### config.mk
export PLATFORM = sky130hd
export DESIGN_NAME = tone_envelope_gen_flat
export DESIGN_NICKNAME = d
export VERILOG_FILES = /design/src/rtl/tone_envelope_gen_if.sv /design/src/rtl/tone_envelope_gen.sv /design/src/flat_wrapper.sv
export SDC_FILE = /design/constraint.sdc
export NUM_CORES = 1
export LEC_CHECK = 0
export CORE_ASPECT_RATIO = 1.75
export CORE_MARGIN = 4
export CORE_UTILIZATION = 40
export CTS_BUF_LIST = sky130_fd_sc_hd__clkbuf_2
export DETAILED_ROUTE_END_ITERATION = 16
export PLACE_DENSITY_LB_ADDON = 0.05
export SLEW_MARGIN = 20
export SYNTH_ARGS = -nofsm -noshare
export SYNTH_HDL_FRONTEND = slang
export SYNTH_SLANG_ARGS = --single-unit
### constraint.sdc
create_clock -name clk -period 11.6 [get_ports clk]
set_clock_uncertainty 0.15 [all_clocks]
set_input_delay 1.16 -clock clk [delete_from_list [all_inputs] [get_ports clk]]
set_output_delay 1.16 -clock clk [all_outputs]
set_load 0.02 [all_outputs]
### src/rtl/tone_envelope_gen_if.sv
// Tone generator signal bundle: note frequency in, PCM sample / oscillator status out.
// pwm_out exists only when TONE_PWM_EN is defined.
interface tone_envelope_gen_if;
  logic [8:0] frequency;
  logic [7:0] sample;
  logic       sample_valid;
  logic       square_out;
  logic       note_active;
`ifdef TONE_PWM_EN
  logic       pwm_out;

  modport master (output frequency,
                  input  sample, sample_valid, square_out, note_active, pwm_out);
  modport slave  (input  frequency,
                  output sample, sample_valid, square_out, note_active, pwm_out);
`else
  modport master (output frequency,
                  input  sample, sample_valid, square_out, note_active);
  modport slave  (input  frequency,
                  output sample, sample_valid, square_out, note_active);
`endif
endinterface

### src/rtl/tone_envelope_gen.sv
// Square-wave tone generator with attack/sustain/release envelope, 8-bit PCM out.
// Optional macro TONE_PWM_EN adds a registered PWM rendering of the sample on bus.pwm_out.
module tone_envelope_gen #(
  parameter int unsigned CLK_HZ       = 50000000,
  parameter int unsigned SAMPLE_HZ    = 48000,
  parameter int unsigned ACC_W        = 24,
  parameter int unsigned PHASE_K      = 350,
  parameter int unsigned ATTACK_STEP  = 4,
  parameter int unsigned RELEASE_STEP = 1
) (
  input logic               clk,
  input logic               reset,
  tone_envelope_gen_if.slave bus
);
  localparam int unsigned DIV   = CLK_HZ / SAMPLE_HZ;
  localparam int unsigned CNT_W = (DIV > 1) ? $clog2(DIV) : 1;
  localparam logic [CNT_W-1:0] DIV_LAST = CNT_W'(DIV - 1);

  typedef enum logic [1:0] {IDLE, ATTACK, SUSTAIN, RELEASE} state_t;

  state_t           state;
  logic [CNT_W-1:0] div_cnt;
  logic             tick;
  logic [8:0]       freq_r, active_freq, pend_freq, pend_nf;
  logic             pend_v, pend_nv;
  logic [ACC_W-1:0] acc, inc, acc_sum, acc_nx;
  logic             wrap;
  logic [7:0]       env, env_nx, half, sample_nx, sample_r;
  logic [8:0]       env_up;
  logic             sample_valid_r, note_active_r;

  always_comb begin
    tick = (div_cnt == DIV_LAST);
    inc  = ACC_W'(active_freq) * ACC_W'(PHASE_K);
    {wrap, acc_sum} = {1'b0, acc} + {1'b0, inc};
    env_up = {1'b0, env} + 9'(ATTACK_STEP);

    env_nx = env;
    unique case (state)
      IDLE:    env_nx = '0;
      ATTACK:  env_nx = env_up[8] ? '1 : env_up[7:0];
      SUSTAIN: env_nx = '1;
      RELEASE: env_nx = (env < 8'(RELEASE_STEP)) ? '0 : env - 8'(RELEASE_STEP);
    endcase

    acc_nx = (state == IDLE) ? '0 : acc_sum;
    if (state == RELEASE && freq_r == '0 && env_nx == '0)
      acc_nx = '0;

    // Latest differing request wins; returning to the playing pitch cancels it.
    pend_nv = pend_v;
    pend_nf = pend_freq;
    if (state != IDLE && freq_r != '0) begin
      if (freq_r != active_freq) begin
        pend_nv = 1'b1;
        pend_nf = freq_r;
      end else begin
        pend_nv = 1'b0;
      end
    end

    half      = env_nx >> 1;
    sample_nx = acc_nx[ACC_W-1] ? 8'd128 + half : 8'd128 - half;
  end

  always_ff @(posedge clk or posedge reset) begin
    if (reset) begin
      state          <= IDLE;
      div_cnt        <= '0;
      freq_r         <= '0;
      active_freq    <= '0;
      pend_freq      <= '0;
      pend_v         <= 1'b0;
      acc            <= '0;
      env            <= '0;
      sample_r       <= 8'd128;
      sample_valid_r <= 1'b0;
      note_active_r  <= 1'b0;
    end else begin
      freq_r         <= bus.frequency;
      div_cnt        <= tick ? '0 : div_cnt + 1'b1;
      sample_valid_r <= tick;
      pend_v         <= pend_nv;
      pend_freq      <= pend_nf;

      if (tick) begin
        env      <= env_nx;
        acc      <= acc_nx;
        sample_r <= sample_nx;
        // Pitch switches only at the carry so the current period completes.
        if (state != IDLE && wrap && pend_nv) begin
          active_freq <= pend_nf;
          pend_v      <= 1'b0;
        end
      end

      unique case (state)
        IDLE:
          if (freq_r != '0) begin
            state         <= ATTACK;
            note_active_r <= 1'b1;
            active_freq   <= freq_r;
            acc           <= '0;
            pend_v        <= 1'b0;
          end
        ATTACK:
          if (freq_r == '0)
            state <= RELEASE;
          else if (tick && env_nx == '1)
            state <= SUSTAIN;
        SUSTAIN:
          if (freq_r == '0)
            state <= RELEASE;
        RELEASE:
          if (freq_r != '0)
            state <= ATTACK;
          else if (tick && env_nx == '0) begin
            state         <= IDLE;
            note_active_r <= 1'b0;
            pend_v        <= 1'b0;
          end
      endcase
    end
  end

  assign bus.sample       = sample_r;
  assign bus.sample_valid = sample_valid_r;
  assign bus.square_out   = acc[ACC_W-1];
  assign bus.note_active  = note_active_r;

`ifdef TONE_PWM_EN
  logic [7:0] pwm_cnt;
  logic       pwm_r;

  always_ff @(posedge clk or posedge reset) begin
    if (reset) begin
      pwm_cnt <= '0;
      pwm_r   <= 1'b0;
    end else begin
      pwm_cnt <= pwm_cnt + 1'b1;
      pwm_r   <= (pwm_cnt < sample_r);
    end
  end

  assign bus.pwm_out = pwm_r;
`endif
endmodule

### src/flat_wrapper.sv
// flat-port wrapper written by rule: the top's interface ports become plain ports
module tone_envelope_gen_flat 
#(
  parameter int unsigned CLK_HZ       = 50000000,
  parameter int unsigned SAMPLE_HZ    = 48000,
  parameter int unsigned ACC_W        = 24,
  parameter int unsigned PHASE_K      = 350,
  parameter int unsigned ATTACK_STEP  = 4,
  parameter int unsigned RELEASE_STEP = 1
)
  (clk, reset, bus_frequency, bus_sample, bus_sample_valid, bus_square_out, bus_note_active);
  tone_envelope_gen_if bus_i ();
  input logic clk;
  input logic reset;
  input wire logic [$bits(bus_i.frequency)-1:0] bus_frequency;
  output wire logic [$bits(bus_i.sample)-1:0] bus_sample;
  output wire logic [$bits(bus_i.sample_valid)-1:0] bus_sample_valid;
  output wire logic [$bits(bus_i.square_out)-1:0] bus_square_out;
  output wire logic [$bits(bus_i.note_active)-1:0] bus_note_active;
  assign bus_i.frequency = bus_frequency;
  assign bus_sample = bus_i.sample;
  assign bus_sample_valid = bus_i.sample_valid;
  assign bus_square_out = bus_i.square_out;
  assign bus_note_active = bus_i.note_active;
  tone_envelope_gen #(.CLK_HZ(CLK_HZ), .SAMPLE_HZ(SAMPLE_HZ), .ACC_W(ACC_W), .PHASE_K(PHASE_K), .ATTACK_STEP(ATTACK_STEP), .RELEASE_STEP(RELEASE_STEP)) u_core (.clk(clk), .reset(reset), .bus(bus_i));
endmodule
==> flow_summary.json <==
{
  "synth_seq_cells": 81,
  "final_cells": 952,
  "drive_gt1_share_pct": 7.43,
  "grt_usage_pct": 18.9,
  "critPathMostFrequentCell": "inv_1",
  "via_count": 5208,
  "hp-start": "u_core.div_cnt[8]$_DFF_PP0_",
  "area_growth_pct": 8.27,
  "critPathSlowestCell": "dfrtp_1",
  "numCtsBuffers": 9,
  "htreeDepth": 3,
  "critPathKind": "reg2reg",
  "hold_buffers": 0,
  "synth_nets": 817,
  "cts_tree": "yes",
  "grt_use_met1_pct": 19.7,
  "grt_pass1_wl_um": 28000,
  "portBuffers": 21,
  "synth_edf_count": 0,
  "synthDistinctLibCells": 78,
  "dp_cells": 935,
  "outcome": "complete, no violations",
  "hold_ws_ns": 0.365,
  "antenna_found_initial": 1,
  "worstMarginPinSlew_ns": 1.03,
  "crit_buf_inv": 4,
  "postCtsSetupRepairBufs": 0,
  "nNetsFinal": 833,
  "timing.rr.start": "u_core.active_freq[3]$_DFF_PP0_",
  "core_area_sq_um": 16400,
  "viasPerCell": 5.47,
  "crit_cells": 24,
  "setup_viol": 0,
  "ys_async_sr_fraction_pct": 100,
  "fp.dieH_um": 178,
  "dr.pass1.iters": 5,
  "busiest_layer": "met2",
  "clock_sinks": 81,
  "ys_seq_area_share_pct": 30.5,
  "slew_headroom_pct": 30.8,
  "cap_violations": 0,
  "totalWireLength_um": 16600,
  "cp_max_fo": 8,
  "critPathLaunchType": "flop",
  "dp_hpwl_um": 12800,
  "worstSkewPairLatency_ns": 0.61,
  "overflow": 0,
  "tns_ns": 0,
  "worstPathRequired_ns": 12.01,
  "synth_flop_cell": "dfrtp_1",
  "dieArea_sq_um": 18800,
  "ys.warnings.count": 0,
  "crit_family": "adder cells",
  "drt-initial-drc-count": 197,
  "r2r_cells": 24,
  "syn_area_per_cell_sq_um": 9.41,
  "grt_max_degree": 55,
  "synth_area_sq_um": 6640,
  "wl_per_cell_um": 17.5,
  "fin_crit_sh_pct": 57.7,
  "pin_count": 22,
  "ant_nets": 0,
  "rows": 62,
  "hold_path_depth": 1,
  "ctsResizeCount": 0,
  "die_width_um": 105,
  "max_stage_delay_ns": 0.58,
  "period_needed_ns": 6.70,
  "start_util_pct": 40.6,
  "drc": 0,
  "use_met3_pct": 2.21,
  "syn-instance-count": 706,
  "cts_buffer_depth": 2,
  "worstPathCellList": "ha_1 -> inv_1 -> fa_1 -> inv_1 -> fa_1 -> inv_1 -> fa_1 -> inv_1 -> ha_1 -> nor2_1 -> nor2_1 -> nand3_1 -> and3_1 -> o41ai_1 -> a21oi_1 -> xor2_1 -> ha_1 -> and3_1 -> and3_1 -> o221ai_1 -> a211oi_1 -> xnor2_1 -> or4_1 -> nand3_1",
  "worstPathArrival_ns": 7.10,
  "gp_congestion": 0.841,
  "grtUsageMet2_pct": 36.4,
  "pre_cts_ws_ns": 4.92,
  "startpoint": "u_core.active_freq[3]$_DFF_PP0_",
  "path_clk_slew_ns": 0.30,
  "cts-root-buf": "clkbuf_2",
  "rsz0062_at_grt": "false",
  "final-hold-violation-count": 0,
  "cp-end-kind": "flop",
  "max_freq_mhz": 149,
  "slew_viol_final": 0,
  "fin_ws_ns": 4.90,
  "hold_class": "reg2reg",
  "grt_pass1_vias": 5569
}
==> registers in the layout, summed over array words and instances, names as in the netlist <==
register	flops
u_core.pend_freq	9
u_core.bus.note_active	1
u_core.div_cnt	11
u_core.acc	23
u_core.bus.sample	8
u_core.state	2
u_core.active_freq	9
u_core.env	7
u_core.freq_r	9
u_core.pend_v	1
u_core.bus.sample_valid	1
==> cell families (layout without fill, tap and decap cells) <==
logic type,Yosys count,after routing,share of synthesized area [%]
buffers and inverters,97,118,6.03
AOI/OAI and AO/OA,159,159,17.0
muxes,14,14,2.20
other,0,1,0
and+or+nand+nor,204,204,15.7
adders and majority gates,100,100,21.8
DFF,81,81,30.5
xor gates and xnor gates,51,51,6.73
==> worst register-to-register path, delay by kind of cell, from the launching register on <==
kind            cells  cell delay [ns]
xor+xnor            2             0.48
flops               1             0.58
simple gates        8             1.48
compound gates      4             1.12
buf+inv             4             0.20
fa+ha+maj           6             2.64
==> Yosys cell counts (all sizes together), types with 13 or more instances <==
library cell  count  area share (%)
a21oi            25             1.9
nor3             13            0.98
o21ai            46             4.0
inv              76             4.3
dfrtp            80              30
nor2             37             2.1
nand3            27             2.0
and3             15             1.4
fa               26             7.8
nand2            54             3.1
ha               74              14
a21o             20             2.3
xor2             20             2.6
xnor2            31             4.1
==> cell type report <==
class                      count  area [sq um]
antenna                        1          2.50
clock buffer                   9          45.0
clock inverter                 7          81.3
fill                        1628          9180
inverter                      76           287
multi-input combinational    528          4220
sequential                    81          2030
tap                          224           280
timing repair buffer          26           248
==> placed cells by master (no fill, tap or decap), drive strengths merged, types with 21 or more instances in the layout <==
cell type      netlist  final
dfrtp               80     80
a21oi               25     25
ha                  74     74
nand3               27     27
xnor2               31     31
o21ai               46     46
nand2               54     54
nor2                37     37
fa                  26     26
clkdlybuf4s50        0     21
inv                 76     78
==> layer usage <==
layer / share of wire, % / wire (um)
met2: 56 / 9270
met4: 4.4 / 735
met3: 2.3 / 377
met1: 38 / 6250
met5: 0 / 0
==> final timing paths <==
path / end / slack, ns
min in group asynchronous: u_core.freq_r[4]$_DFF_PP0_ / 0.68
hold reg to reg: u_core.div_cnt[8]$_DFF_PP0_ / 0.37
hold / removal: u_core.div_cnt[8]$_DFF_PP0_ / 0.37
setup reg to reg: u_core.bus.sample[1]$_DFFE_PP0P_ / 4.90
max in group asynchronous: u_core.acc[12]$_DFF_PP0_ / 9.45
setup / recovery: u_core.bus.sample[1]$_DFFE_PP0P_ / 4.90
==> metrics by stage <==
step | instance area [sq um] | util (%)
global placement | 7060 | 43.1
global route | 7190 | 43.9
finish | 7190 | 43.9
floorplan | 6640 | -
CTS | 7190 | 43.9
detailed placement | 7060 | 43.1
Power is not shown: default switching activity piles up to over one toggle a cycle in this logic, so the estimate is an artifact.
